**src/rtl/frame_addr_seq_if.sv**
```systemverilog
// Address stream between the frame sequencer and the window/FFT stage.
// The master drives one sample address per transfer (out_valid & out_ready).
interface frame_addr_seq_if #(
  parameter int unsigned ADDR_WIDTH = 12,
  parameter int unsigned CNT_WIDTH  = 12
);
  logic                  out_valid;
  logic                  out_ready;
  logic [ADDR_WIDTH-1:0] rd_addr;
  logic [CNT_WIDTH-1:0]  sample_idx;
  logic [CNT_WIDTH-1:0]  frame_idx;
  logic                  frame_first;
  logic                  frame_last;

  modport master (
    output out_valid, rd_addr, sample_idx, frame_idx, frame_first, frame_last,
    input  out_ready
  );

  modport slave (
    input  out_valid, rd_addr, sample_idx, frame_idx, frame_first, frame_last,
    output out_ready
  );
endinterface

```
**src/rtl/frame_addr_seq.sv**
```systemverilog
// Frame address sequencer: expands one start command into the overlapped
// read-address stream for num_frames frames of a circular sample buffer.
// Optional feature macro: FRAME_SEQ_GAP_EN inserts GAP_CYCLES idle cycles
// between consecutive frames so the downstream FFT pipeline can flush.
module frame_addr_seq #(
  parameter int unsigned ADDR_WIDTH = 12,
  parameter int unsigned CNT_WIDTH  = 12,
  parameter int unsigned GAP_CYCLES = 4
) (
  input  logic                  clk,
  input  logic                  rst_n,
  input  logic                  start,
  input  logic                  abort,
  input  logic [ADDR_WIDTH-1:0] start_addr,
  input  logic [CNT_WIDTH-1:0]  frame_len,
  input  logic [CNT_WIDTH-1:0]  hop_len,
  input  logic [CNT_WIDTH-1:0]  num_frames,
  frame_addr_seq_if.master      out_if,
  output logic                  busy,
  output logic                  done
);

`ifdef FRAME_SEQ_GAP_EN
  typedef enum logic [1:0] {StIdle, StRun, StGap, StFin} state_e;
  localparam int unsigned GapCntW = (GAP_CYCLES > 1) ? $clog2(GAP_CYCLES) : 1;
  logic [GapCntW-1:0] gap_cnt_q;
`else
  typedef enum logic [1:0] {StIdle, StRun, StFin} state_e;
  // Gap length is meaningless when frames run back-to-back.
  logic unused_gap_cycles;
  assign unused_gap_cycles = ^GAP_CYCLES;
`endif

  localparam logic [CNT_WIDTH-1:0]  CntOne  = CNT_WIDTH'(1);
  localparam logic [ADDR_WIDTH-1:0] AddrOne = ADDR_WIDTH'(1);

  state_e                state_q;
  logic [CNT_WIDTH-1:0]  flen_q, hop_q, nfrm_q;
  logic [CNT_WIDTH-1:0]  sidx_q, fidx_q;
  logic [ADDR_WIDTH-1:0] base_q, addr_q;
  logic                  valid_q, first_q, last_q, busy_q, done_q;

  logic                  xfer;
  logic                  last_frame;
  logic [ADDR_WIDTH-1:0] next_base;

  assign xfer       = valid_q & out_if.out_ready;
  assign last_frame = (fidx_q == nfrm_q - CntOne);
  // Base wraps modulo the buffer size; hop is resized to the address width.
  assign next_base  = base_q + ADDR_WIDTH'(hop_q);

  // Sequencer state, counters and registered outputs.
  always_ff @(posedge clk or negedge rst_n) begin
    if (!rst_n) begin
      state_q   <= StIdle;
      flen_q    <= '0;
      hop_q     <= '0;
      nfrm_q    <= '0;
      sidx_q    <= '0;
      fidx_q    <= '0;
      base_q    <= '0;
      addr_q    <= '0;
      valid_q   <= 1'b0;
      first_q   <= 1'b0;
      last_q    <= 1'b0;
      busy_q    <= 1'b0;
      done_q    <= 1'b0;
`ifdef FRAME_SEQ_GAP_EN
      gap_cnt_q <= '0;
`endif
    end else if (abort) begin
      // Abort wins over start and over a same-cycle transfer; no done pulse.
      state_q <= StIdle;
      valid_q <= 1'b0;
      first_q <= 1'b0;
      last_q  <= 1'b0;
      busy_q  <= 1'b0;
      done_q  <= 1'b0;
    end else begin
      case (state_q)
        StIdle: begin
          done_q <= 1'b0;
          if (start) begin
            flen_q <= frame_len;
            hop_q  <= hop_len;
            nfrm_q <= num_frames;
            sidx_q <= '0;
            fidx_q <= '0;
            base_q <= start_addr;
            addr_q <= start_addr;
            if (frame_len == '0 || num_frames == '0) begin
              // Nothing to issue: finish without ever raising busy.
              state_q <= StFin;
              done_q  <= 1'b1;
            end else begin
              state_q <= StRun;
              valid_q <= 1'b1;
              busy_q  <= 1'b1;
              first_q <= 1'b1;
              last_q  <= (frame_len == CntOne);
            end
          end
        end
        StRun: begin
          if (xfer) begin
            if (last_q) begin
              sidx_q <= '0;
              fidx_q <= fidx_q + CntOne;
              base_q <= next_base;
              addr_q <= next_base;
              if (last_frame) begin
                state_q <= StFin;
                valid_q <= 1'b0;
                first_q <= 1'b0;
                last_q  <= 1'b0;
                busy_q  <= 1'b0;
                done_q  <= 1'b1;
              end else begin
`ifdef FRAME_SEQ_GAP_EN
                if (GAP_CYCLES != 0) begin
                  state_q   <= StGap;
                  valid_q   <= 1'b0;
                  first_q   <= 1'b0;
                  last_q    <= 1'b0;
                  gap_cnt_q <= '0;
                end else begin
                  first_q <= 1'b1;
                  last_q  <= (flen_q == CntOne);
                end
`else
                first_q <= 1'b1;
                last_q  <= (flen_q == CntOne);
`endif
              end
            end else begin
              sidx_q  <= sidx_q + CntOne;
              addr_q  <= addr_q + AddrOne;
              first_q <= 1'b0;
              last_q  <= (sidx_q + CntOne == flen_q - CntOne);
            end
          end
        end
`ifdef FRAME_SEQ_GAP_EN
        StGap: begin
          // addr_q already holds the next frame base.
          if (gap_cnt_q == GapCntW'(GAP_CYCLES - 1)) begin
            state_q <= StRun;
            valid_q <= 1'b1;
            first_q <= 1'b1;
            last_q  <= (flen_q == CntOne);
          end else begin
            gap_cnt_q <= gap_cnt_q + GapCntW'(1);
          end
        end
`endif
        StFin: begin
          done_q  <= 1'b0;
          state_q <= StIdle;
        end
        default: state_q <= StIdle;
      endcase
    end
  end

  assign out_if.out_valid   = valid_q;
  assign out_if.rd_addr     = addr_q;
  assign out_if.sample_idx  = sidx_q;
  assign out_if.frame_idx   = fidx_q;
  assign out_if.frame_first = first_q;
  assign out_if.frame_last  = last_q;
  assign busy               = busy_q;
  assign done               = done_q;

endmodule

```
**src/flat_wrapper.sv**
```systemverilog
// flat-port wrapper written by rule: the top's interface ports become plain ports
module frame_addr_seq_flat 
#(
  parameter int unsigned ADDR_WIDTH = 12,
  parameter int unsigned CNT_WIDTH  = 12,
  parameter int unsigned GAP_CYCLES = 4
)
  (clk, rst_n, start, abort, start_addr, frame_len, hop_len, num_frames, busy, done, out_if_out_valid, out_if_rd_addr, out_if_sample_idx, out_if_frame_idx, out_if_frame_first, out_if_frame_last, out_if_out_ready);
  frame_addr_seq_if #(.ADDR_WIDTH(ADDR_WIDTH), .CNT_WIDTH(CNT_WIDTH)) out_if_i ();
  input  logic clk;
  input  logic rst_n;
  input  logic start;
  input  logic abort;
  input  logic [ADDR_WIDTH-1:0] start_addr;
  input  logic [CNT_WIDTH-1:0] frame_len;
  input  logic [CNT_WIDTH-1:0] hop_len;
  input  logic [CNT_WIDTH-1:0] num_frames;
  output logic busy;
  output logic done;
  output wire logic [$bits(out_if_i.out_valid)-1:0] out_if_out_valid;
  output wire logic [$bits(out_if_i.rd_addr)-1:0] out_if_rd_addr;
  output wire logic [$bits(out_if_i.sample_idx)-1:0] out_if_sample_idx;
  output wire logic [$bits(out_if_i.frame_idx)-1:0] out_if_frame_idx;
  output wire logic [$bits(out_if_i.frame_first)-1:0] out_if_frame_first;
  output wire logic [$bits(out_if_i.frame_last)-1:0] out_if_frame_last;
  input wire logic [$bits(out_if_i.out_ready)-1:0] out_if_out_ready;
  assign out_if_out_valid = out_if_i.out_valid;
  assign out_if_rd_addr = out_if_i.rd_addr;
  assign out_if_sample_idx = out_if_i.sample_idx;
  assign out_if_frame_idx = out_if_i.frame_idx;
  assign out_if_frame_first = out_if_i.frame_first;
  assign out_if_frame_last = out_if_i.frame_last;
  assign out_if_i.out_ready = out_if_out_ready;
  frame_addr_seq #(.ADDR_WIDTH(ADDR_WIDTH), .CNT_WIDTH(CNT_WIDTH), .GAP_CYCLES(GAP_CYCLES)) u_core (.clk(clk), .rst_n(rst_n), .start(start), .abort(abort), .start_addr(start_addr), .frame_len(frame_len), .hop_len(hop_len), .num_frames(num_frames), .out_if(out_if_i), .busy(busy), .done(done));
endmodule
```
**config.mk**
```make
export PLATFORM = sky130hd
export DESIGN_NAME = frame_addr_seq_flat
export DESIGN_NICKNAME = d
export VERILOG_FILES = /design/src/rtl/frame_addr_seq_if.sv /design/src/rtl/frame_addr_seq.sv /design/src/flat_wrapper.sv
export SDC_FILE = /design/constraint.sdc
export NUM_CORES = 1
export LEC_CHECK = 0
export BUFFER_PORTS_ARGS = -buffer_cell sky130_fd_sc_hd__buf_2
export CAP_MARGIN = 30
export CELL_PAD_IN_SITES_DETAIL_PLACEMENT = 0
export CELL_PAD_IN_SITES_GLOBAL_PLACEMENT = 1
export CORE_ASPECT_RATIO = 1.4
export CORE_UTILIZATION = 25
export DETAILED_ROUTE_END_ITERATION = 8
export HOLD_SLACK_MARGIN = 0.08
export PLACE_DENSITY = 0.62
export SYNTH_ARGS = -nofsm -noshare
export SYNTH_HDL_FRONTEND = slang
export SYNTH_SLANG_ARGS = --single-unit
```
**constraint.sdc**
```tcl
create_clock -name clk -period 3.7 [get_ports clk]
set_clock_uncertainty 0.2 [all_clocks]
set_input_delay 0.185 -clock clk [delete_from_list [all_inputs] [get_ports clk]]
set_output_delay 0.185 -clock clk [all_outputs]
set_load 0.005 [all_outputs]
```
Yosys cells after proc, flatten, opt, wreduce, memory -nomap -nowiden. Index checks and enable logic that the tools add are counted.

$add $sub $neg: 6. Equal/unequal tests: 14. Muxes and demuxes: 47. Bitwise operators: 2. Reductions and logical operators: 14.

Operators with widths (number): $mux W12 (10); $pmux W12 S2 (4); $add A12 B1 Y12 const B (3); $eq A12 B1 Y1 const B (2); $eq A12 B12 Y1 (2); $logic_not A12 Y1 (2); $sub A12 B1 Y12 const B (2); $mux W1 (22); $reduce_and A4 Y1 (4); $add A12 B12 Y12 (1); $mux W2 (6); $ne A3 B2 Y1 const B (3); $ne A3 B3 Y1 const B (2); $pmux W1 S2 (3); $reduce_and A6 Y1 (1); $reduce_and A5 Y1 (1); $ne A2 B1 Y1 const B (2); $pmux W2 S2 (1); $reduce_bool A4 Y1 (1); $pmux W1 S3 (1); $reduce_and A3 Y1 (1); $reduce_bool A3 Y1 (1); $eq A2 B1 Y1 const B (1); $eq A2 B2 Y1 const B (1); 6 further kinds (6).

Flip-flop bits (word level): 90. Bits of input ports: 53. Output and inout port bits: 41. Word-level logic and storage cells: 95.

Logic depth before layout (Yosys ltp). Gate-level depths: netlist of the first run.

Word-level depth: 7. Depth in mapped cells: 10. Mapped depth without buffers: 10.

Worst setup path after synthesis of the first run. No wires, ideal clock.

Path type: register -> register. Start: reg u_core.nfrm_q[3]. End: reg u_core.state_q[1]. Setup time: 0.111 ns. Data arrival time: 2.577 ns. Data required time: 3.389 ns. Slack: 0.811 ns. Stages on the path, launching flop included: 10. Buffers on the path: 2. Period minus slack after synthesis: 2.889 ns. Path through: dfrtp_1 -> buf_6 -> or4_1 -> buf_2 -> or3_4 -> a2111oi_4 -> o211ai_4 -> a2111oi_4 -> nor4_2 -> a2111oi_2.

Word-level cells in the longest chain between the ends: 4.

Ends and longest elaborated chain: start: declaration (RTL line frame_addr_seq.sv:38) `logic [CNT_WIDTH-1:0] flen_q, hop_q, nfrm_q;`; start signal: assignment (RTL line frame_addr_seq.sv:86) `nfrm_q <= num_frames;`; $sub A12 B1 Y12 (RTL line frame_addr_seq.sv:48) `assign last_frame = (fidx_q == nfrm_q - CntOne);`; $eq A12 B12 Y1 (RTL line frame_addr_seq.sv:48); $ne A3 B2 Y1 (no source line); $reduce_and A4 Y1 (no source line); end signal: assignment (RTL line frame_addr_seq.sv:55) `state_q <= StIdle;`; end signal: assignment (RTL line frame_addr_seq.sv:73) `state_q <= StIdle;`; end signal: assignment (RTL line frame_addr_seq.sv:93) `state_q <= StFin;`; end: declaration (RTL line frame_addr_seq.sv:37) `state_e state_q;`.

Every way passes these cells. A chain may end at the register's enable or synchronous reset.

Worst setup path after layout of the first run. Ends and elaborated chain as after synthesis.

==> results.cfg, run 1 <==
[run_status]
status = complete, no violations

[yosys]
syn_area_mm2 = 0.00582
synth_ff_type = dfrtp_1
synth_edf_count = 0
synth-seq-area-share_pct = 38.7
synth_top_area_share_pct = 38.7
ys_top_cells_by_area = dfrtp_1 (39%), mux2_2 (7.0%), ha_1 (4.3%), xnor2_1 (4.2%), nor2_1 (3.7%)
synth.most_common_cell = dfrtp_1
synth_common_cells = dfrtp_1 (90), nor2_1 (58), nand2_1 (52), o21ai_0 (41), mux2_2 (36)
syn_nets = 701
yosys_warnings = 0
yosys_register_bits = 90
yosys.area.top_type = dfrtp_1
async_flop_share_pct = 100
synthCells = 627
syn_area_per_cell_um2 = 9.28
ys_types = 66

[grt]
grt_max_degree = 91
grt_usage_pct = 15.4
grt_pass1_wl_mm = 28.1
grt-ovfl-total = 0
antenna_found_initial = 0
grt_pass1_vias = 5199

[sta]
hold_viol = 0
slew_headroom_pct = 50.4
report.final.slew_viol_count = 0
setup_viol = 0
rsz0062_at_grt = no
period_needed_ps = 3100
final.setup.tns_ps = 0
min_period_over_period_pct = 83.7
fmax_mhz = 323
finalWorstSetupSlack_ps = 604
worst_pin_slew_ps = 743

[placement]
routabilityCongestion = 0.811
port_buffers = 93
detailed_place_hpwl_mm = 13.0
preCtsSetupSlack_ps = 594
place_area_mm2 = 0.00668

[pwr]
p_total_mw = 4.41
p_leak_nw = 3.22
irDropWorstVdd_mv = 0.264
power.density_mw_per_mm2 = 593

[clock_tree]
cts.clk_slew.worst_paths_ps = 80
cts_buffers = 9
cts_tree = built
holdBufCountCts = 47
htree_levels = 3
cts-root-buf = clkbuf_16
clkSinkCount = 90
postCtsSetupRepairBufs = 0
insertion_delay_ps = 360
cts_resized = 0
clock_tree.buffer_depth = 2

[routing]
drt_iter0_markers = 132
wire_per_inst_um = 16.5
wl_mm = 17.6
drc_errors = 0
viasPerCell = 4.81
drt_pass1_iterations = 4
ant_nets = 0
num_vias = 5155

[setup_path]
start_kind = flip-flop
path_max_fanout = 10
path_class = reg -> reg
cp.arrival_ps = 3140
endpoint_kind = flip-flop
crit_required_ps = 3750

[finish]
fin_nets = 839
synthToLayoutAreaGrowth_pct = 28.1
register_area_mm2 = 0.00225
final_area_mm2 = 0.00745
multiInputGateArea_mm2 = 0.00338
num-fill-cells = 2349
n_antenna_cell = 0
drive_gt1_share_pct = 22.3

[floorplan]
start_util_pct = 25.6
die_x_um = 131
core_area_mm2 = 0.0227
dieArea_mm2 = 0.0239
dieHeight_um = 182
io_pins = 94
rows = 65

[job]
maxCapViolCount = 0

[worst_hold_path]
hp-class = in -> reg
==> report_power, final <==
group	total, mW	switching, mW	internal [mW]	leakage, nW
sequential	1.61	0.347	1.26	1.12
clock	0.958	0.475	0.483	0.149
combinational	1.85	0.972	0.878	1.95
==> path summary, 6_finish.rpt <==
check / from / end / slack (ps) / depth (start not counted)
setup / recovery: u_core.nfrm_q[3] / u_core.state_q[1] / 600 / 7
max in group asynchronous: rst_n / u_core.hop_q[10] / 2670 / 3
hold / removal: start_addr[1] / u_core.base_q[1] / 90 / 5
hold reg to reg: u_core.base_q[8] / u_core.base_q[8] / 300 / 1
setup reg to reg: u_core.nfrm_q[3] / u_core.state_q[1] / 600 / 7
min in group asynchronous: rst_n / u_core.flen_q[10] / 230 / 3
==> area by class of cell <==
class                   instances  area share, %
clock buffers                   9           3.02
clock inverters                 7           1.06
inverters                      21           1.06
multi-input cells             491           45.4
flip-flops and latches         90           30.2
well taps                     301           5.06
repair buffers                152           14.1
==> logic make-up (layout without fill, tap and decap cells) <==
kind of cell               count (synthesis)  in the layout  synth area share [%]
adders and majority gates                 21             21                  4.65
muxes                                     36             36                  6.97
xor gates and xnor gates                  51             51                  7.92
and+or+nand+nor                          241            241                  21.2
DFF                                       90             90                  38.7
buffers and inverters                     46            189                  3.23
AOI/OAI and AO/OA                        142            142                  17.3
==> flip-flops by register name, summed over array words and instances, names as in the netlist <==
| name | cells |
|---|---|
| u_core.out_if.out_valid | 1 |
| u_core.nfrm_q | 12 |
| u_core.hop_q | 12 |
| u_core.out_if.frame_first | 1 |
| u_core.done | 1 |
| u_core.out_if.frame_idx | 12 |
| u_core.flen_q | 12 |
| u_core.state_q | 2 |
| u_core.out_if.sample_idx | 12 |
| u_core.out_if.frame_last | 1 |
| u_core.out_if.rd_addr | 12 |
| u_core.base_q | 12 |
==> through the flow <==
stage	instances	util (%)	hold slack [ps]
floorplan	627	-	-311
global route	1071	32.8	120
CTS	1071	32.8	84.5
finish	1071	32.8	91.3
detailed placement	1008	29.4	87.8
global placement	1007	29.3	88.4
==> worst max-delay path, stage by stage (launching register included) <==
cell and delay (ps):
dfrtp_1 480, or4_1 660, or3_4 380, a2111oi_4 390, o211ai_4 150, a2111oi_4 340
nor4_2 80, a2111oi_2 300
==> per-layer routing <==
layer	GRT usage (%)	vias to the layer above	wire (um)
li1	-	2579	-
met5	0	-	0
met2	27.0	97	9090
met4	4.78	0	327
met3	2.46	17	447
met1	19.0	2462	7770
==> cells in the final DEF, fill, tap and decap left out, drive strengths merged, types with 7 or more instances in the layout <==
cell type,instances
clkbuf,9
a21oi,24
mux2,36
dlygate4sd3,47
nand2,52
inv,26
buf,105
xnor2,28
a211oi,8
nor2b,10
and3,17
o21a,7
dfrtp,90
a2111oi,8
ha,20
or3,14
o31ai,9
nor3,15
xor2,22
nor2,58
nor4,15
nand3,24
o21ai,43
nand4,9
Power figures use the tool's default switching activity.
==> run 2: changes to the inputs <==
==> constraint.sdc (replaced) <==
create_clock -name clk -period 2.9 [get_ports clk]
set_clock_uncertainty 0.2 [all_clocks]
set_input_delay 0.145 -clock clk [delete_from_list [all_inputs] [get_ports clk]]
set_output_delay 0.145 -clock clk [all_outputs]
set_load 0.005 [all_outputs]
==> run 2 against run 1 <==
Cell count up 2.1%. Largest power group unchanged. Critical path depth stayed put. Hold slack better by 23 ps. First-iteration DRC count grew to 2.5 times the previous value.
==> results.cfg, run 2 (synthesized netlist as in run 1, its figures left out) <==
[run_status]
status = complete, no violations

[setup_path]
cp.arrival_ps = 2890
endpoint_kind = flip-flop
path_class = reg -> reg
crit_required_ps = 2950
path_max_fanout = 4
worstReg2RegStart = u_core.nfrm_q[3]
rr_endpoint = u_core.state_q[1]
start_kind = flip-flop
r2r_setup_slack_ps = 50
reg2regPathDepth = 7

[pwr]
p_seq_share_pct = 34.3
irDropWorstVdd_mv = 0.311
p_sw_mw = 2.24
internal_power_mw = 3.60
swShare_pct = 38.3
clkPwrFrac_pct = 21.5
power.density_mw_per_mm2 = 760
p_leak_nw = 3.34
power_frac_comb_pct = 44.3

[sta]
setup_viol = 0
rsz0062_at_grt = yes
hold_ws_ps = 115
hold_viol = 0
period_needed_ps = 2850
report.final.slew_viol_count = 0
min_period_over_period_pct = 98.1
worst_pin_slew_ps = 595
finalWorstSetupSlack_ps = 54.6
fmax_mhz = 351
slew_headroom_pct = 60.3

[grt]
grt-ovfl-total = 0
grt_usage_pct = 15.5
grt_pass1_vias = 5213
antenna_found_initial = 0
grt_max_degree = 50
grt_pass1_wl_mm = 27.8

[routing]
viasPerCell = 4.89
drc_errors = 0
drt_iter0_markers = 335
wl_mm = 17.9
num_vias = 5353
wire_per_inst_um = 16.3
ant_nets = 0
drt_pass1_iterations = 5

[clock_tree]
htree_levels = 3
insertion_delay_ps = 360
cts-root-buf = clkbuf_16
cts.clk_slew.worst_paths_ps = 60
cts_buffers = 9
clkSinkCount = 90
cts_tree = built
clock_tree.buffer_depth = 2

[worst_hold_path]
hold_depth = 5
min_to = u_core.out_if.rd_addr[8]
holdCritStartpoint = start_addr[8]
hp-class = in -> reg

[placement]
port_buffers = 93
dp.cells = 1030
preCtsSetupSlack_ps = -68.5
detailed_place_hpwl_mm = 13.4
routabilityCongestion = 0.808

[floorplan]
io_pins = 94
start_util_pct = 25.6
rows = 65
die_x_um = 131
core_area_mm2 = 0.0227
dieArea_mm2 = 0.0239
dieHeight_um = 182

[finish]
n_antenna_cell = 0
layout_commonest_cell = buf_2
stdcell_count = 1094
final_cell_mix = buf_2 (92), dfrtp_1 (90), nor2_1 (56)
fin_nets = 863
drive_gt1_share_pct = 25.3
synthToLayoutAreaGrowth_pct = 32.3

[job]
maxCapViolCount = 0
## run 2: cell count changes in the layout (fill, tap and decap cells not counted), moves of 2 or more
cell | before | now
inv_6 | 4 | 0
nor2_2 | 0 | 2
clkbuf_1 | 0 | 3
nor2_1 | 58 | 56
bufinv_16 | 0 | 2
buf_4 | 11 | 34
clkinv_8 | 2 | 0
## run 2: layout make-up
class	instances	area [um^2]
Multi-Input combinational cell	491	3450
Timing Repair Buffer	176	1240
Clock buffer	12	236
Clock inverter	3	65.1
Inverter	21	78.8
Sequential cell	90	2250
Tap cell	301	377
Fill cell	2360	15000
## run 2: how the worst max path moves through the flow
stage                          start                 to  slack, ps
global placement    u_core.base_q[0]  u_core.base_q[10]         10
CTS                 u_core.nfrm_q[3]  u_core.state_q[1]         10
global route        u_core.nfrm_q[3]  u_core.state_q[1]       -100
finish              u_core.nfrm_q[3]  u_core.state_q[1]         50
floorplan           u_core.nfrm_q[3]  u_core.state_q[1]         10
detailed placement  u_core.base_q[0]  u_core.base_q[10]        -70
## run 2: repair_timing
item | 4_1_cts | 5_1_grt
hold endpoints to repair | 103 | 0
hold buffers | 48 | 0
buffers inserted | 0 | 1
gates resized for setup | 2 | 14
setup endpoints to repair | 3 | 18
pin swaps | 2 | 2
## run 2: power groups by stage
stage / Sequential (mW) / Clock, mW / Combinational [mW]
2_1_floorplan: 1.91 / 0 / 1.75
3_3_place_gp: 2.01 / 0 / 2.48
3_5_place_dp: 2.02 / 0 / 2.50
4_1_cts: 2.00 / 1.31 / 2.57
5_1_grt: 2.05 / 1.35 / 2.90
6_report: 2.00 / 1.25 / 2.59
## run 2: per-stage QoR
step	power (mW)	setup TNS, ps	utilization [%]	instance area (um^2)
after floorplan	3.66	0	-	5820
after global placement	4.50	0	30.1	6840
after detailed placement	4.51	-105	30.1	6840
after CTS	5.87	0	33.6	7630
after global routing	6.30	-193	33.9	7690
final	5.85	0	33.9	7690
## run 2: routing by layer
metal / up-vias / share of wire (%) / global-route usage, % / wire length [um]
met4: 0 / 2.7 / 7.63 / 479
met2: 125 / 50 / 26.5 / 8970
met5: - / 0 / 0 / 0
met1: 2591 / 44 / 19.0 / 7940
li1: 2613 / - / - / -
met3: 24 / 2.8 / 1.82 / 496
## run 2: critical path, cell delays in order (launching register included)
cell and delay, ps:
dfrtp_1 380, or4_4 560, or3_4 350, a2111oi_4 350, o211ai_4 140, a2111oi_4 410, nor4_2 80, a2111oi_2 280
==> run 3: changes to the inputs <==
--- a/config.mk
+++ b/config.mk
@@ -5,15 +5,15 @@
 export SDC_FILE = /design/constraint.sdc
 export NUM_CORES = 1
 export LEC_CHECK = 0
-export BUFFER_PORTS_ARGS = -buffer_cell sky130_fd_sc_hd__buf_2
 export CAP_MARGIN = 30
 export CELL_PAD_IN_SITES_DETAIL_PLACEMENT = 0
 export CELL_PAD_IN_SITES_GLOBAL_PLACEMENT = 1
 export CORE_ASPECT_RATIO = 1.4
 export CORE_UTILIZATION = 25
 export DETAILED_ROUTE_END_ITERATION = 8
+export DONT_BUFFER_PORTS = 1
 export HOLD_SLACK_MARGIN = 0.08
-export PLACE_DENSITY = 0.62
+export PLACE_DENSITY = 0.58
 export SYNTH_ARGS = -nofsm -noshare
 export SYNTH_HDL_FRONTEND = slang
 export SYNTH_SLANG_ARGS = --single-unit
==> run 3 against run 2 <==
Power is 0.11% lower. Sequential share of layout area grew 1.5 points. Cell area decreased by 4.6%. Cell count decreased by 7.5%. Critical path depth is the same. Sequential cell count is the same. Core utilization shrank 1.6 points. Highest routed layer unchanged.
==> results.cfg, run 3 (synthesized netlist as in run 1, its figures left out) <==
[setup_path]
reg2regPathDepth = 7
path_class = reg -> reg
crit_required_ps = 2960
path_max_fanout = 4
worstSetupStartpoint = u_core.nfrm_q[3]
rr_endpoint = u_core.state_q[1]
critPathBufInv = 0
path_cells = or4_4 > or3_4 > a2111oi_4 > o211ai_4 > a2111oi_4 > nor4_2 > a2111oi_2
worstReg2RegStart = u_core.nfrm_q[3]
start_kind = flip-flop
endpoint = u_core.state_q[1]
cp.arrival_ps = 2930
endpoint_kind = flip-flop
cp_slowest_stage_delay_ps = 560
r2r_setup_slack_ps = 30
crit_top_cell = a2111oi_4
critical-path-top-delay-family = compound AO/OA/AOI/OAI gates
crit_path_top_delay_cell = or4_4
cp.depth = 7

[sta]
fmax_mhz = 348
slew_headroom_pct = 56.3
rsz0062_at_grt = yes
setup_viol = 0
report.final.slew_viol_count = 0
worst_pin_slew_ps = 653
hold_viol = 0
period_needed_ps = 2870
min_period_over_period_pct = 99.1
final.setup.tns_ps = 0

[routing]
drt_pass1_iterations = 4
drt_iter0_markers = 250
wl_mm = 18.3
viasPerCell = 5.08
drc_errors = 0
wire_per_inst_um = 18.1
ant_nets = 0
num_vias = 5144

[floorplan]
dieArea_mm2 = 0.0239
dieHeight_um = 182
core_area_mm2 = 0.0227
start_util_pct = 25.6
die_x_um = 131
rows = 65
io_pins = 94

[clock_tree]
clkSinkCount = 90
htree_levels = 3
cts.clk_slew.worst_paths_ps = 70
cts_tree = built
insertion_delay_ps = 360
cts_buffers = 9
cts-root-buf = clkbuf_16
clock_tree.buffer_depth = 2

[grt]
grt_pass1_wl_mm = 28.9
grt-ovfl-total = 0
grt_usage_pct = 16.1
antenna_found_initial = 0
grt_pass1_vias = 5338
grt_max_degree = 91

[placement]
routabilityCongestion = 0.824
detailed_place_hpwl_mm = 13.5
port_buffers = 0
place_area_mm2 = 0.00636

[pwr]
p_leak_nw = 2.98
p_total_mw = 5.84
power.density_mw_per_mm2 = 796
irDropWorstVdd_mv = 0.324

[finish]
fin_nets = 780
num-fill-cells = 2341
final_area_mm2 = 0.00734
n_antenna_cell = 0
layout_commonest_cell = dfrtp_1
drive_gt1_share_pct = 16.2
synthToLayoutAreaGrowth_pct = 26.2
final_cell_mix = dfrtp_1 (88), nor2_1 (55), dlygate4sd3_1 (55)

[worst_hold_path]
hp-class = in -> reg

[run_status]
status = complete, no violations

[job]
maxCapViolCount = 0
[run 3: routing by layer]
layer / track usage, % / up-vias / wire length (um)
met3: 2.64 / 21 / 728
met5: 0 / - / 0
met1: 18.6 / 2553 / 7590
met4: 5.89 / 0 / 337
met2: 29.1 / 116 / 9640
li1: - / 2454 / -
[run 3: area by class of cell]
class                      count  area, um^2  area share [%]
clock buffer                  12         256            3.49
clock inverter                 4        73.8            1.01
inverter                      21        78.8            1.07
multi-input combinational    491        3440            46.9
sequential                    90        2250            30.7
tap                          301         377            5.13
timing repair buffer          93         856            11.7
[run 3: power by group]
group / switching (mW) / total (mW) / internal [mW]
combinational: 1.31 / 2.47 / 1.16
clock: 0.533 / 1.34 / 0.804
sequential: 0.422 / 2.03 / 1.61
[run 3: how the worst min path moves through the flow]
| stage | cells after the start | end | startpoint |
|---|---|---|---|
| after floorplan | 0 | u_core.base_q[0] | rst_n |
| after global placement | 0 | u_core.hop_q[9] | rst_n |
| after detailed placement | 0 | u_core.hop_q[10] | rst_n |
| after CTS | 5 | u_core.out_if.frame_last | frame_len[2] |
| after global routing | 5 | u_core.out_if.frame_last | frame_len[2] |
| final | 5 | u_core.out_if.frame_last | frame_len[2] |
[run 3: worst min-delay path: cells and delay by family]
kind | cells | cell delay, ps
compound gates | 1 | 110
simple gates | 4 | 340
[run 3: through the flow]
step,utilization (%),instances,worst slack [ps],hold WS (ps)
final,32.3,1012,26.1,90.4
after global routing,32.3,1012,-99.9,154
after CTS,32.0,1010,4.66,82.9
after detailed placement,28.0,939,22.1,-345
after global placement,28.0,939,69.0,-346
after floorplan,-,627,11.4,-351
[run 3: what timing repair did]
item / CTS / global route
pin swaps: 2 / 4
resized for setup: 2 / 15
setup endpoints to repair: 1 / 18
hold buffers: 55 / 1
gates cloned: 0 / 0
endpoints found under the hold margin: 161 / 4
setup buffers: 0 / 1
